--- src/rtl/sm3_pkg.sv ---
// sm3_pkg: shared SM3 constants, scheduler state encoding and round helper functions.
//   SM3_IV       - initial chaining value A..H
//   SM3_RND_NUM  - compression rounds per block
//   SM3_BLK_WRDS - 32-bit words per 512-bit block
//   rotl32/p0/p1 - 32-bit rotate and the two SM3 permutations
package sm3_pkg;

    localparam logic [255:0] SM3_IV =
        256'h7380166f_4914b2b9_172442d7_da8a0600_a96f30bc_163138aa_e38dee4d_b0fb0e4e;
    localparam int unsigned SM3_RND_NUM  = 64;
    localparam int unsigned SM3_BLK_WRDS = 16;

    typedef enum logic [2:0] {
        StIdle,
        StLoad,
        StExpnd,
        StGap,
        StWaitRes,
        StHold
    } sm3_state_e;

    // n == 0 works because a shift by the full width yields zero.
    function automatic logic [31:0] rotl32(input logic [31:0] x, input int unsigned n);
        return (x << n) | (x >> (32 - n));
    endfunction

    function automatic logic [31:0] p0(input logic [31:0] x);
        return x ^ rotl32(x, 9) ^ rotl32(x, 17);
    endfunction

    function automatic logic [31:0] p1(input logic [31:0] x);
        return x ^ rotl32(x, 15) ^ rotl32(x, 23);
    endfunction

endpackage

--- src/rtl/sm3_expnd_win.sv ---
// sm3_expnd_win: 16-word message window with on-the-fly W_{j+16} generation.
//   clk, rst     - clock, asynchronous active-high reset
//   clr_i        - synchronous clear of the whole window
//   ld_i, wrd_i  - shift a message word into win[15]
//   shft_i       - shift one round, generated word enters win[15]
//   wj_o, wjj_o  - W_j = win[0] and W'_j = win[0] ^ win[4]
module sm3_expnd_win
    import sm3_pkg::*;
(
    input  logic        clk,
    input  logic        rst,
    input  logic        clr_i,
    input  logic        ld_i,
    input  logic [31:0] wrd_i,
    input  logic        shft_i,
    output logic [31:0] wj_o,
    output logic [31:0] wjj_o
);

    logic [31:0] win_q [SM3_BLK_WRDS];
    logic [31:0] win_d [SM3_BLK_WRDS];
    logic [31:0] w_new;

    // With win[0] = W_j this is W_{j+16}.
    assign w_new = p1(win_q[0] ^ win_q[7] ^ rotl32(win_q[13], 15))
                 ^ rotl32(win_q[3], 7) ^ win_q[10];

    always_comb begin
        win_d = win_q;
        if (clr_i) begin
            for (int i = 0; i < SM3_BLK_WRDS; i++) begin
                win_d[i] = '0;
            end
        end else if (ld_i || shft_i) begin
            for (int i = 0; i < SM3_BLK_WRDS - 1; i++) begin
                win_d[i] = win_q[i + 1];
            end
            win_d[SM3_BLK_WRDS - 1] = ld_i ? wrd_i : w_new;
        end
    end

    always_ff @(posedge clk or posedge rst) begin
        if (rst) begin
            for (int i = 0; i < SM3_BLK_WRDS; i++) begin
                win_q[i] <= '0;
            end
        end else begin
            win_q <= win_d;
        end
    end

    assign wj_o  = win_q[0];
    assign wjj_o = win_q[0] ^ win_q[4];

endmodule

--- src/rtl/sm3_blk_sched.sv ---
// sm3_blk_sched: SM3 front-end scheduler. Buffers one 16-word block from a valid/ready stream,
// streams 64 (W_j, W'_j) pairs to the compression core, spaces blocks by BLK_GAP idle cycles
// and holds the final digest until acknowledged.
//   clk, rst                  - clock, asynchronous active-high reset
//   sw_clr_i                  - synchronous abort to IDLE (core must be reset alongside it)
//   msg_wrd_i/vld_i/lst_i     - padded message words; lst marks word 16 of the final block
//   msg_rdy_o                 - word accepted when msg_vld_i && msg_rdy_o
//   expnd_wj_o/wjj_o/vld_o/lst_o - round stream to the core
//   cmprss_res_i/vld_i        - core digest and its valid pulse
//   res_o/res_vld_o/res_rdy_i - held digest handshake
//   busy_o                    - not IDLE
module sm3_blk_sched
    import sm3_pkg::*;
#(
    parameter int unsigned BLK_GAP = 2,  // >= 2: block-finish XOR must not meet a new round
    parameter int unsigned RND_NUM = SM3_RND_NUM
) (
    input  logic         clk,
    input  logic         rst,
    input  logic         sw_clr_i,
    input  logic [31:0]  msg_wrd_i,
    input  logic         msg_vld_i,
    input  logic         msg_lst_i,
    output logic         msg_rdy_o,
    output logic [31:0]  expnd_wj_o,
    output logic [31:0]  expnd_wjj_o,
    output logic         expnd_vld_o,
    output logic         expnd_lst_o,
    input  logic [255:0] cmprss_res_i,
    input  logic         cmprss_vld_i,
    output logic [255:0] res_o,
    output logic         res_vld_o,
    input  logic         res_rdy_i,
    output logic         busy_o
);

    localparam int unsigned     RndW    = $clog2(RND_NUM);
    localparam int unsigned     GapW    = $clog2(BLK_GAP + 1);
    localparam logic [RndW-1:0] RndLast = RndW'(RND_NUM - 1);
    localparam logic [GapW-1:0] GapLast = GapW'(BLK_GAP - 1);
    localparam logic [3:0]      WrdLast = 4'(SM3_BLK_WRDS - 1);

    sm3_state_e      state_q, state_d;
    logic [3:0]      wcnt_q, wcnt_d;
    logic [RndW-1:0] rnd_q, rnd_d;
    logic [GapW-1:0] gap_q, gap_d;
    logic            lst_q, lst_d;
    logic [255:0]    res_q, res_d;
    logic            res_vld_q, res_vld_d;
    logic            rdy_q, rdy_d;
    logic            acc;
    logic [31:0]     wj, wjj;

    // rdy_q only reads high in IDLE/LOAD, so an accepted word is always a load.
    assign acc = msg_vld_i && rdy_q;

    sm3_expnd_win u_win (
        .clk    (clk),
        .rst    (rst),
        .clr_i  (sw_clr_i),
        .ld_i   (acc),
        .wrd_i  (msg_wrd_i),
        .shft_i (state_q == StExpnd),
        .wj_o   (wj),
        .wjj_o  (wjj)
    );

    always_ff @(posedge clk or posedge rst) begin
        if (rst) begin
            state_q   <= StIdle;
            wcnt_q    <= '0;
            rnd_q     <= '0;
            gap_q     <= '0;
            lst_q     <= 1'b0;
            res_q     <= '0;
            res_vld_q <= 1'b0;
            rdy_q     <= 1'b0;
        end else begin
            state_q   <= state_d;
            wcnt_q    <= wcnt_d;
            rnd_q     <= rnd_d;
            gap_q     <= gap_d;
            lst_q     <= lst_d;
            res_q     <= res_d;
            res_vld_q <= res_vld_d;
            rdy_q     <= rdy_d;
        end
    end

    always_comb begin
        state_d   = state_q;
        wcnt_d    = wcnt_q;
        rnd_d     = rnd_q;
        gap_d     = gap_q;
        lst_d     = lst_q;
        res_d     = res_q;
        res_vld_d = res_vld_q;
        unique case (state_q)
            StIdle: begin
                if (acc) begin
                    wcnt_d  = 4'd1;
                    state_d = StLoad;
                end
            end
            StLoad: begin
                if (acc) begin
                    wcnt_d = wcnt_q + 4'd1;
                    if (wcnt_q == WrdLast) begin
                        lst_d   = msg_lst_i;
                        rnd_d   = '0;
                        state_d = StExpnd;
                    end
                end
            end
            StExpnd: begin
                rnd_d = rnd_q + 1'b1;
                gap_d = '0;
                if (rnd_q == RndLast) begin
                    state_d = lst_q ? StWaitRes : StGap;
                end
            end
            StGap: begin
                gap_d = gap_q + 1'b1;
                if (gap_q == GapLast) begin
                    state_d = StLoad;
                end
            end
            StWaitRes: begin
                if (cmprss_vld_i) begin
                    res_d     = cmprss_res_i;
                    res_vld_d = 1'b1;
                    state_d   = StHold;
                end
            end
            StHold: begin
                if (res_rdy_i) begin
                    res_vld_d = 1'b0;
                    lst_d     = 1'b0;
                    state_d   = StIdle;
                end
            end
            default: state_d = StIdle;
        endcase
        if (sw_clr_i) begin
            state_d   = StIdle;
            wcnt_d    = '0;
            rnd_d     = '0;
            gap_d     = '0;
            lst_d     = 1'b0;
            res_vld_d = 1'b0;
        end
        // Registered ready keeps msg_rdy_o low while rst is asserted.
        rdy_d = (state_d == StIdle) || (state_d == StLoad);
    end

    always_comb begin
        msg_rdy_o   = rdy_q;
        expnd_vld_o = (state_q == StExpnd);
        expnd_lst_o = expnd_vld_o && lst_q && (rnd_q == RndLast);
        expnd_wj_o  = expnd_vld_o ? wj  : '0;
        expnd_wjj_o = expnd_vld_o ? wjj : '0;
        res_o       = res_q;
        res_vld_o   = res_vld_q;
        busy_o      = (state_q != StIdle);
    end

endmodule

--- config.mk ---
export PLATFORM = sky130hd
export DESIGN_NAME = sm3_blk_sched
export DESIGN_NICKNAME = d
export VERILOG_FILES = /design/src/rtl/sm3_pkg.sv /design/src/rtl/sm3_expnd_win.sv /design/src/rtl/sm3_blk_sched.sv
export SDC_FILE = /design/constraint.sdc
export NUM_CORES = 1
export LEC_CHECK = 0
export ABC_AREA = 0
export CORE_MARGIN = 8
export CORE_UTILIZATION = 56
export DETAILED_ROUTE_END_ITERATION = 10
export PLACE_DENSITY_LB_ADDON = 0.3
export SETUP_SLACK_MARGIN = 0.5
export SYNTH_ARGS = -nofsm -noshare
export SYNTH_HDL_FRONTEND = slang
export SYNTH_HIERARCHICAL = 1
export SYNTH_SLANG_ARGS = --single-unit
--- constraint.sdc ---
create_clock -name clk -period 30.9 [get_ports clk]
set_input_delay 6.18 -clock clk [delete_from_list [all_inputs] [get_ports clk]]
set_output_delay 6.18 -clock clk [all_outputs]
set_load 0.03 [all_outputs]
==> results of run 1 <==
-- power groups by stage --
stage	Sequential [mW]	Combinational (mW)	Clock, mW
final	1.04	0.106	1.02
after global routing	1.04	0.114	1.08
after global placement	1.06	0.103	0
after CTS	1.04	0.106	1.03
after floorplan	1.06	0.0534	0
after detailed placement	1.06	0.105	0
-- final cells by class --
class | instances | area (um2)
well taps | 756 | 945.9
clock inverters | 40 | 596.8
repair buffers | 638 | 6371
fillers | 3644 | 15510
flip-flops and latches | 786 | 19670
clock buffers | 107 | 2192
diodes | 8 | 20.02
inverters | 7 | 42.54
multi-input cells | 1186 | 10820
-- synth_stat cells (8+ instances only) --
| cell | count | area (um2) |
|---|---|---|
| a21oi_1 | 45 | 225.2 |
| clkbuf_1 | 27 | 101.4 |
| buf_2 | 100 | 500.5 |
| o22ai_1 | 32 | 200.2 |
| xnor3_1 | 15 | 337.8 |
| mux2_2 | 257 | 2894 |
| buf_4 | 68 | 510.5 |
| xor2_1 | 32 | 280.3 |
| nor2_1 | 15 | 56.30 |
| nor3b_1 | 36 | 270.3 |
| and2_1 | 64 | 400.4 |
| nand2_1 | 13 | 48.80 |
| nand3_1 | 8 | 40.04 |
| dfrtp_1 | 786 | 19670 |
| xnor2_1 | 128 | 1121 |
| xnor3_2 | 17 | 404.1 |
| a22o_1 | 476 | 4169 |
-- stage by stage --
stage | instances | utilization | instance area, um2 | total power [mW]
6_report | 3528 | 0.7239 | 40660 | 2.164
5_1_grt | 3523 | 0.7236 | 40650 | 2.231
4_1_cts | 3520 | 0.7235 | 40640 | 2.179
3_5_place_dp | 3373 | 0.6739 | 37850 | 1.163
3_3_place_gp | 3373 | 0.6739 | 37850 | 1.161
2_1_floorplan | 2177 | - | 31640 | 1.110
-- final timing paths --
check / end / cells after the start / slack (ns)
max in group asynchronous: res_o[69] / 4 / 21.99
hold / removal: u_win/win_q[62] / 1 / 0.48
hold reg to reg: u_win/win_q[62] / 1 / 0.48
min in group asynchronous: u_win/win_q[142] / 2 / 6.22
setup / recovery: expnd_wj_o[10] / 5 / 20.73
setup reg to reg: u_win/win_q[249] / 8 / 25.78
-- state kept, by name, indices dropped and copies added, names as in the netlist --
signal and flops:
res_vld_o 1, gap_q 2, msg_rdy_o 1, u_win/win_q 480
rnd_q 6, res_o 256, state_q 3, u_win/wj_o 32
wcnt_q 4, lst_q 1
-- routing by layer --
metal	share of wire	vias to the layer above	global-route usage	routed length, um
met3	0.12	164	0.1395	12820
met1	0.42	11235	0.4567	45640
met5	0.00045	-	0	49
li1	-	9016	-	-
met2	0.43	980	0.4685	46830
met4	0.026	8	0.09283	2757
-- worst reg2reg max path, stage by stage, from the launching register on --
cell      delay [ns]
dfrtp_1         0.58
or3b_1          0.61
clkinv_2        0.38
buf_4           0.74
nor2_1          0.17
nor2_4          0.14
buf_4           0.90
buf_4           1.10
a22o_1          0.42
-- cells by family (layout without fill, tap and decap cells) --
group                    after synthesis  after routing  synth area share
flip-flops                           786            786            0.6217
adder cells (fa/ha/maj)                3              3          0.001187
buffers and inverters                205            792           0.03690
XOR/XNOR                             192            192           0.06775
AND/OR/NAND/NOR                      156            156           0.03018
multiplexers                         257            257           0.09147
AO/OA/AOI/OAI                        578            578            0.1508
other                                  0              8                 0
==> flow_metrics.env, run 1 <==
export IMPL_finalHoldViolations=0
export IMPL_grt_start_max_net_pins=254
export IMPL_cp_startpoint="state_q[0]"
export IMPL_design_die_area_um2=64360
export IMPL_synth_seq_cells=786
export IMPL_drt_pass1_iterations=6
export IMPL_rsz0062_at_grt="false"
export IMPL_area_growth_pct=28.51
export IMPL_antenna_found_initial=13
export IMPL_nets=2996
export IMPL_min_period_ns=10.17
export IMPL_slowest_delay_ns=0.73
export IMPL_ctsHoldBuffers=0
export IMPL_synth_cell_area_um2=31640
export IMPL_worst_path_dominant_cell_family="buffers and inverters"
export IMPL_hpwlAfterDp_um=78950
export IMPL_reg2reg_from="state_q[0]"
export IMPL_syn_instance_count=2177
export IMPL_synthFlopType="dfrtp_1"
export IMPL_cts_sinks=786
export IMPL_timing_setup_tns_ns=0
export IMPL_worstPathCellList="or3b_1, clkinv_2, buf_4, and2_1, clkdlybuf4s50_1"
export IMPL_die_x_um=253.7
export IMPL_htreeDepth=3
export IMPL_path_max_fanout=66
export IMPL_p_sw_frac=0.2244
export IMPL_path_buf_inv=3
export IMPL_clockBufferDepth=3
export IMPL_worst_path_max_delay_cell="buf_4"
export IMPL_port_buffers=619
export IMPL_cts_tree="done"
export IMPL_final_layout_size_suffix_gt1_frac=0.1574
export IMPL_coreArea_um2=56170
export IMPL_drtAntennaViolNets=0
export IMPL_cts_setup_buffers=0
export IMPL_slew_headroom=0.07298
export IMPL_synth_warnings=6
export IMPL_dr_first_iter_drc_count=2133
export IMPL_gp_congestion=1.006
export IMPL_fin_skew_ns=0.01773
export IMPL_grt_use_total=0.3277
export IMPL_drc=0
export IMPL_worstHoldStart="u_win/win_q[30]"
export IMPL_num_rows=87
export IMPL_max_cap_violations=0
export IMPL_finalCritPeriodShare=0.3290
export IMPL_wl_per_cell_um=30.64
export IMPL_cts_root_buffer="clkbuf_16"
export IMPL_viasPerCell=6.067
export IMPL_grt_pass1_wl_um=153200
export IMPL_async_flop_share=1.000
export IMPL_max_freq_ghz=0.09836
export IMPL_run_status="finished clean"
export IMPL_slew_viol_final=0
export IMPL_setup_ws_ns=20.73
export IMPL_layout_commonest_cell="dfrtp_1"
export IMPL_start_util=0.5633
export IMPL_post_cts_resized=0
export IMPL_synth_edf_count=0
export IMPL_cts_buffers=79
export IMPL_startpoint_type="flop"
export IMPL_clk_latency_ns=0.63
export IMPL_required_ns=24.72
export IMPL_post_place_ws_ns=21.24
export IMPL_wl_um=108100
export IMPL_hp_class="flop to flop"
export IMPL_layout_common_cells="dfrtp_1, clkdlybuf4s50_1, a22o_1, mux2_2, xnor2_1"
export IMPL_worst_setup_path_end_kind="output pin"
export IMPL_path_class="flop to output pin"
export IMPL_vdd_drop_max_mv=0.05232
export IMPL_grt_overflow=0
export IMPL_holdWs_ns=0.4783
export IMPL_powerDensity_nw_per_um2=53.22
export IMPL_ios=620
export IMPL_syn_area_per_cell_um2=14.53
export IMPL_internal_power_mw=1.678
export IMPL_die_h_um=253.7
export IMPL_ys_seq_area_frac=0.6217
export IMPL_num_vias=21403
export IMPL_setup_violations=0
export IMPL_arrival_ns=3.99
export IMPL_pwr_share_seq=0.480
export IMPL_combPwrFrac=0.049
export IMPL_pwr_share_clk=0.471
export IMPL_p_leak_nw=18.92
export IMPL_grt_pass1_vias=21352
export IMPL_p_sw_mw=0.4855
export IMPL_synth_nets=2475
export IMPL_clk_pin_slew_ns=0.06
export IMPL_worst_pin_slew_ns=1.387
export IMPL_synth_distinct_cells=42
Note: power is estimated with default switching activity, not from simulation.
==> inputs of run 2 (changes only) <==
- CORE_UTILIZATION: 56 -> 47
- clock period: 30.9 -> 9 ns (I/O delays scaled with it)
==> flow_metrics.env, run 2 (synthesized netlist as in run 1, its figures left out) <==
export IMPL_run_status="finished clean"
export IMPL_drc=0
export IMPL_gp_congestion=0.9405
export IMPL_grt_pass1_wl_um=151100
export IMPL_grt_pass1_vias=20700
export IMPL_start_util=0.4728
export IMPL_grt_start_max_net_pins=269
export IMPL_post_cts_resized=0
export IMPL_powerDensity_nw_per_um2=180.1
export IMPL_finalCritPeriodShare=0.6513
export IMPL_cp_startpoint="state_q[0]"
export IMPL_drtAntennaViolNets=0
export IMPL_setup_violations=0
export IMPL_max_freq_ghz=0.1706
export IMPL_reg2reg_from="state_q[0]"
export IMPL_path_max_fanout=76
export IMPL_fin_skew_ns=0.02527
export IMPL_arrival_ns=4.06
export IMPL_die_h_um=275.5
export IMPL_slew_viol_final=0
export IMPL_antenna_found_initial=24
export IMPL_grt_use_total=0.2704
export IMPL_r2r_end="u_win/win_q[381]"
export IMPL_viasPerCell=5.720
export IMPL_cts_buffers=81
export IMPL_layout_common_cells="dfrtp_1, clkdlybuf4s50_1, a22o_1, mux2_2, xnor2_1"
export IMPL_dr_first_iter_drc_count=1939
export IMPL_rrSetupSlack_ns=4.36
export IMPL_grtUsageMet1=0.3878
export IMPL_die_x_um=275.5
export IMPL_slew_headroom=0.1696
export IMPL_vdd_drop_max_mv=0.1692
export IMPL_holdWs_ns=0.4872
export IMPL_wl_um=104700
export IMPL_ios=620
export IMPL_cts_setup_buffers=0
export IMPL_use_met2=0.4081
export IMPL_grt_overflow=0
export IMPL_num_vias=20799
export IMPL_drt_pass1_iterations=5
export IMPL_clk_latency_ns=0.62
export IMPL_ctsHoldBuffers=0
export IMPL_cts_sinks=786
export IMPL_largest_register_ff_count=480
export IMPL_rsz0062_at_grt="false"
export IMPL_hp_class="flop to flop"
export IMPL_num_rows=95
export IMPL_regMostFlops="u_win/win_q"
export IMPL_stdcell_area_um2=40800
export IMPL_port_buffers=619
export IMPL_finalHoldViolations=0
export IMPL_min_period_ns=5.862
export IMPL_coreArea_um2=66920
export IMPL_startpoint_type="flop"
export IMPL_area_growth_pct=28.95
export IMPL_design_die_area_um2=75870
export IMPL_met3_usage=0.06920
export IMPL_wl_per_cell_um=28.80
export IMPL_path_class="flop to output pin"
export IMPL_gr_max_usage_layer="met2"
export IMPL_required_ns=7.20
export IMPL_worst_setup_path_end_kind="output pin"
export IMPL_final_layout_size_suffix_gt1_frac=0.1559
export IMPL_clockBufferDepth=3
export IMPL_filler_cell_count=5115
export IMPL_hpwlAfterDp_um=77480
export IMPL_cts_tree="done"
export IMPL_p_leak_nw=18.92
export IMPL_layout_commonest_cell="dfrtp_1"
export IMPL_timing_setup_tns_ns=0
export IMPL_worst_pin_slew_ns=1.246
export IMPL_htreeDepth=3
export IMPL_ff2ff_path_depth=7
export IMPL_clk_pin_slew_ns=0.06
export IMPL_nets=2998
export IMPL_endpoint="expnd_wjj_o[29]"
export IMPL_placed_area_um2=38060
export IMPL_cts_root_buffer="clkbuf_16"
export IMPL_max_cap_violations=0
-- run 2: power breakdown --
group / internal, mW / total (mW) / switching, mW
Sequential: 3.55 / 3.57 / 0.0183
Clock: 2.05 / 3.41 / 1.36
Combinational: 0.158 / 0.363 / 0.205
Total: 5.76 / 7.35 / 1.58
-- run 2: cell type report --
| class | count | area (um2) | area share |
|---|---|---|---|
| Sequential cell | 786 | 19670 | 0.4821 |
| Multi-Input combinational cell | 1186 | 10820 | 0.2653 |
| Timing Repair Buffer | 638 | 6446 | 0.1580 |
| Clock buffer | 118 | 2410 | 0.05907 |
| Tap cell | 873 | 1092 | 0.02677 |
| Clock inverter | 23 | 310.3 | 0.007606 |
| Inverter | 7 | 35.03 | 0.0008587 |
| Antenna cell | 5 | 12.51 | 0.0003067 |
-- run 2: worst min path at each step --
stage               depth (start not counted)        startpoint  slack (ns)               end
global placement                            1    u_win/win_q[1]        0.47   u_win/win_q[33]
CTS                                         1    u_win/win_q[1]        0.49   u_win/win_q[33]
floorplan                                   1    u_win/win_q[0]        0.46   u_win/win_q[32]
detailed placement                          1    u_win/win_q[1]        0.47   u_win/win_q[33]
finish                                      1   u_win/win_q[26]        0.49   u_win/win_q[58]
global route                                1  u_win/win_q[344]        0.51  u_win/win_q[376]
-- run 2: through the flow --
stage	cells	worst slack, ns	total power, mW	util
after detailed placement	3490	3.631	3.997	0.5688
after global placement	3490	3.700	3.990	0.5688
after CTS	3631	3.063	7.424	0.6094
final	3636	3.138	7.346	0.6096
after global routing	3634	2.860	7.599	0.6096
after floorplan	2177	0.2477	3.811	-
-- run 2: worst max-delay path: stages, from the launching register on --
cell and delay [ns]:
dfrtp_1 0.60, or3b_1 0.63, clkinv_2 0.42, buf_4 0.72, and2_1 0.23, clkdlybuf4s50_1 0.81
-- run 2: layer usage --
| metal | vias up | share of wire |
|---|---|---|
| met1 | 10859 | 0.44 |
| met2 | 731 | 0.46 |
| met4 | 24 | 0.022 |
| met3 | 143 | 0.078 |
| li1 | 9042 | - |
| met5 | - | 0.0014 |
